### src/rtl/muldiv_issue_ctrl.sv
// muldiv_issue_ctrl: initiator side of the multi-cycle MUL/DIV/REM start/done
// interface. Latches one request, pulses alu_start, waits for alu_done under a
// watchdog and hands the result to writeback over a valid/ready handshake.
// Optional build macro MULDIV_RESULT_CACHE_EN adds a one-entry result cache
// that short-circuits a repeated {code, op1, op2} straight to the response.
//
//   state   | meaning
//   --------+-----------------------------------------------------------
//   S_IDLE  | ready for a request; busy low
//   S_START | one-cycle alu_start strobe; watchdog cleared; done ignored
//   S_WAIT  | waiting for alu_done or watchdog expiry
//   S_RESP  | wb_valid high, result held until wb_ready or flush
//   S_DRAIN | op killed by flush; wait out done/timeout, no writeback
module muldiv_issue_ctrl #(
  parameter int TIMEOUT_CYCLES = 64,
  parameter int CNT_W          = 7
) (
  input  logic        clk,
  input  logic        rst_n,
  input  logic        req_valid,
  output logic        req_ready,
  input  logic [5:0]  req_alucode,
  input  logic [31:0] req_op1,
  input  logic [31:0] req_op2,
  input  logic [4:0]  req_rd,
  input  logic        flush,
  output logic        alu_start,
  output logic [5:0]  alu_code,
  output logic [31:0] alu_op1,
  output logic [31:0] alu_op2,
  input  logic [31:0] alu_result,
  input  logic        alu_done,
  output logic        wb_valid,
  input  logic        wb_ready,
  output logic [4:0]  wb_rd,
  output logic [31:0] wb_data,
  output logic        wb_err,
  output logic        busy
);

  typedef enum logic [2:0] {
    S_IDLE  = 3'd0,
    S_START = 3'd1,
    S_WAIT  = 3'd2,
    S_RESP  = 3'd3,
    S_DRAIN = 3'd4
  } state_t;

  // The counter holds (WAIT/DRAIN cycles elapsed - 1), so it expires on the
  // TIMEOUT_CYCLES-th cycle after START.
  localparam logic [CNT_W-1:0] WD_LAST = CNT_W'(TIMEOUT_CYCLES - 1);

  state_t            state, state_nxt;
  logic [CNT_W-1:0]  wd_cnt;
  logic              wd_expire;
  logic              accept;
  logic              cache_hit;
  logic [31:0]       hit_data;

  assign wd_expire = (wd_cnt >= WD_LAST);
  assign accept    = req_valid && (state == S_IDLE) && !flush;

`ifdef MULDIV_RESULT_CACHE_EN
  logic        cache_vld;
  logic [5:0]  cache_code;
  logic [31:0] cache_op1;
  logic [31:0] cache_op2;
  logic [31:0] cache_res;

  assign cache_hit = cache_vld && (cache_code == req_alucode) &&
                     (cache_op1 == req_op1) && (cache_op2 == req_op2);
  assign hit_data  = cache_res;

  // Cache: refreshed on every good completion, dropped on timeout; flush-killed ops never touch it.
  always_ff @(posedge clk or negedge rst_n) begin
    if (!rst_n) begin
      cache_vld  <= 1'b0;
      cache_code <= '0;
      cache_op1  <= '0;
      cache_op2  <= '0;
      cache_res  <= '0;
    end else if (state == S_WAIT && !flush) begin
      if (alu_done) begin
        cache_vld  <= 1'b1;
        cache_code <= alu_code;
        cache_op1  <= alu_op1;
        cache_op2  <= alu_op2;
        cache_res  <= alu_result;
      end else if (wd_expire) begin
        cache_vld  <= 1'b0;
      end
    end
  end
`else
  assign cache_hit = 1'b0;
  assign hit_data  = '0;
`endif

  // State register.
  always_ff @(posedge clk or negedge rst_n) begin
    if (!rst_n) state <= S_IDLE;
    else        state <= state_nxt;
  end

  // Next-state: flush outranks accept, done and wb_ready in every state.
  always_comb begin
    state_nxt = state;
    case (state)
      S_IDLE:  if (accept) state_nxt = cache_hit ? S_RESP : S_START;
      S_START: state_nxt = flush ? S_DRAIN : S_WAIT;
      S_WAIT: begin
        if (flush)                       state_nxt = S_DRAIN;
        else if (alu_done || wd_expire)  state_nxt = S_RESP;
      end
      S_RESP:  if (flush || wb_ready) state_nxt = S_IDLE;
      S_DRAIN: if (alu_done || wd_expire) state_nxt = S_IDLE;
      default: state_nxt = S_IDLE;
    endcase
  end

  // Outputs decoded from state; req_ready also masks a same-cycle flush.
  always_comb begin
    req_ready = 1'b0;
    alu_start = 1'b0;
    wb_valid  = 1'b0;
    busy      = 1'b1;
    case (state)
      S_IDLE: begin
        req_ready = !flush;
        busy      = 1'b0;
      end
      S_START: alu_start = 1'b1;
      S_RESP:  wb_valid  = 1'b1;
      default: ;
    endcase
  end

  // Watchdog: cleared in START, counts through WAIT and DRAIN, saturates at expiry.
  always_ff @(posedge clk or negedge rst_n) begin
    if (!rst_n) begin
      wd_cnt <= '0;
    end else if (state == S_START) begin
      wd_cnt <= '0;
    end else if ((state == S_WAIT || state == S_DRAIN) && !wd_expire) begin
      wd_cnt <= wd_cnt + CNT_W'(1);
    end
  end

  // Operand/rd latch on accept and result capture on completion or timeout.
  always_ff @(posedge clk or negedge rst_n) begin
    if (!rst_n) begin
      alu_code <= '0;
      alu_op1  <= '0;
      alu_op2  <= '0;
      wb_rd    <= '0;
      wb_data  <= '0;
      wb_err   <= 1'b0;
    end else begin
      if (accept) begin
        alu_code <= req_alucode;
        alu_op1  <= req_op1;
        alu_op2  <= req_op2;
        wb_rd    <= req_rd;
      end
      if (accept && cache_hit) begin
        wb_data <= hit_data;
        wb_err  <= 1'b0;
      end else if (state == S_WAIT && !flush) begin
        if (alu_done) begin
          wb_data <= alu_result;
          wb_err  <= 1'b0;
        end else if (wd_expire) begin
          wb_data <= '0;
          wb_err  <= 1'b1;
        end
      end
    end
  end

endmodule
### config.mk
export PLATFORM = sky130hd
export DESIGN_NAME = muldiv_issue_ctrl
export DESIGN_NICKNAME = d
export VERILOG_FILES = /design/src/rtl/muldiv_issue_ctrl.sv
export SDC_FILE = /design/constraint.sdc
export NUM_CORES = 1
export LEC_CHECK = 0
export BUFFER_PORTS_ARGS = -buffer_cell sky130_fd_sc_hd__buf_2
export CORE_UTILIZATION = 45
export DETAILED_ROUTE_END_ITERATION = 10
export PLACE_DENSITY = 0.77
export RECOVER_POWER = 25
export SYNTH_ARGS = -nofsm -noshare
export SYNTH_HDL_FRONTEND = slang
export SYNTH_SLANG_ARGS = --single-unit
### constraint.sdc
create_clock -name clk -period 2.4 [get_ports clk]
set_clock_uncertainty 0.15 [all_clocks]
set_input_delay 0 -clock clk [delete_from_list [all_inputs] [get_ports clk]]
set_output_delay 0 -clock clk [all_outputs]
set_load 0.01 [all_outputs]
==> flow_metrics.tcl <==
set metrics [dict create \
    synth.distinct_cells 32 \
    synth_fp_nets 481 \
    stdcell_count 871 \
    synth_warnings 0 \
    final_max_slew_viol_count 0 \
    hpwl_um 8300 \
    wl_per_cell_um 17.6 \
    grt_max_degree 68 \
    die_area_mm2 0.0118 \
    dp.cells 713 \
    crit_fanout 12 \
    worstMarginPinSlew_ps 1160 \
    required_ps 2530 \
    setup_viol 0 \
    synth_edf_count 0 \
    cp_cell_sequence "nor4_4 -> nand2_4 -> mux2_4 -> dlygate4sd3_1" \
    initial_core_util_pct 46.7 \
    max_freq_mhz 427 \
    rsz0062_at_grt "no" \
    relSlewSlack_pct 23.0 \
    outcome "completed" \
    cts_resized 0 \
    synth.avg_cell_area_um2 14.0 \
    track_usage_pct 26.3 \
    fin_total_pwr_uw 9320 \
    synth_top_flop_cell "dfrtp_1" \
    period_needed_ps 2340 \
    crit_slowest_cell "dlygate4sd3_1" \
    end_kind "register" \
    final_nets 831 \
    rows 38 \
    synth.cell_area_mm2 0.00512 \
    layout-drive-gt1-share_pct 43.1 \
    ir_worst_vdd_mv 0.838 \
    ant_nets 0 \
    viasPerCell 5.01 \
    grt_pass1_vias 4612 \
    fillers 675 \
    yosys-top-cells-area "dfrtp_1 58%, mux2_4 11%, mux2_2 7.9%, a211o_1 5.5%, and3_1 4.3%" \
    wl_um 15400 \
    syn2layout_area_growth_pct 60.8 \
    tns_ps 0 \
    synthArstFlopShare_pct 100 \
    portBuffers 224 \
    io-pin-count 225 \
    die_w_um 109 \
    worst_hold_slack_ps 212 \
    synth_area_leader_cell "dfrtp_1" \
    cts_root_buffer "clkbuf_16" \
    die_h_um 109 \
    crit_type "reg2reg" \
    cts_made_buffers 17 \
    cpPeakStageDelay_ps 580 \
    ys_seq_area_share_pct 57.6 \
    clock_path_buffers 2 \
    first_iter_violations 253 \
    fin_util_pct 75.0 \
    drv_cap 0 \
    dr.pass1.iters 4 \
    num_vias 4361 \
    antenna_found_initial 2 \
    drc_errors 0 \
    cts_tree "yes" \
    p_leak_uw 0.00401 \
    period_share_pct 97.6 \
    clkTransAtPathRegs_ps 50 \
    clk-insertion-delay-late_ps 400 \
    grt_pass1_wl_um 23200 \
    yosysMostFrequentCell "dfrtp_1" \
    crit_path_start_kind "register" \
    core_mm2 0.0110 \
    gp_congestion 0.758 \
    synth_seq_cells 118 \
    power_density_mw_per_mm2 1130 \
    arrival_ps 2470 \
    synth_common_cells "118 x dfrtp_1, 39 x mux2_4, 36 x mux2_2" \
    h-tree-depth 4 \
    hold_viol_final 0 \
    clock_sinks 118 \
    hp-class "in2async" \
    synth_cells 367 \
    grt-ovfl-total 0 \
    synth_top_area_share_pct 57.6 \
]
[path summary, 6_finish.rpt]
kind | startpoint | to | slack, ps | cells after the start
worst max-delay path | state[0] | alu_op2[13] | 60 | 4
worst min-delay path | rst_n | wb_data[30] | 210 | 2
min in group clk | req_op1[23] | alu_op1[23] | 210 | 3
worst min register to register | wb_data[10] | wb_data[10] | 350 | 1
worst max register to register | state[0] | alu_op2[13] | 60 | 4
max in group asynchronous | rst_n | alu_op2[7] | 500 | 3
[where the power goes]
group	switching [uW]	internal (uW)	total [uW]
Combinational	1470	1810	3270
Clock	863	1830	2690
Sequential	587	2770	3360
[layer usage]
metal	wire (um)	track usage, %
met1	5950	29.2
met2	8010	46.6
met3	1060	7.77
met4	330	11.2
met5	0	0
[cell type report]
cell class / count / area, um^2 / area share [%]
antenna: 2 / 5.00 / 0.0608
tap: 140 / 175 / 2.13
clock buffer: 21 / 480 / 5.83
multi-input combinational: 221 / 2030 / 24.6
timing repair buffer: 356 / 2430 / 29.6
sequential: 118 / 2950 / 35.8
clock inverter: 10 / 150 / 1.82
inverter: 3 / 11.3 / 0.137
[kinds of logic (layout without fill, tap and decap cells)]
kind of cell	count (synthesis)	after routing	synth area share [%]
DFF	118	118	57.6
and+or+nand+nor	95	95	11.5
muxes	80	80	20.3
AOI/OAI and AO/OA	43	43	6.81
buffers and inverters	28	390	3.13
xor gates and xnor gates	2	2	0.342
adders and majority gates	1	1	0.244
other	0	2	0
[stage by stage]
step,worst slack (ps),instance area (um^2)
after global routing,6.43,8240
after detailed placement,406,6390
after floorplan,552,5120
after CTS,64.3,8260
after global placement,480,6390
final,57.6,8240
[layout by cell type (no fill, tap or decap), types with 5 or more instances in the layout]
cell             n
a211o_1         32
dlygate4sd3_1  124
buf_2          196
clkinv_2         6
nand2_1          8
clkbuf_16       17
mux2_2          36
clkbuf_1        28
o21ai_0          5
nor2_1           5
and3_1          35
mux2_4          39
dfrtp_1        118
mux2i_1          5
nor2b_1         32
[worst max-delay path, delay by kind of cell, from the launching register on]
kind | cells | cell delay [ps]
muxes | 1 | 350
DFF | 1 | 530
and+or+nand+nor | 2 | 600
buffers and inverters | 1 | 580
[flip-flops by register name, summed over array words and instances, names as in the netlist]
| register | flops |
|---|---|
| alu_code | 6 |
| alu_op1 | 32 |
| alu_op2 | 32 |
| state | 3 |
| wb_data | 32 |
| wb_err | 1 |
| wb_rd | 5 |
| wd_cnt | 7 |
[timing repair]
item                                    CTS  global route
buffers inserted                          0             1
hold buffers                            124             0
endpoints found under the setup margin    0             8
hold endpoints to repair                229             0
Note: power is estimated with default switching activity, not from simulation.
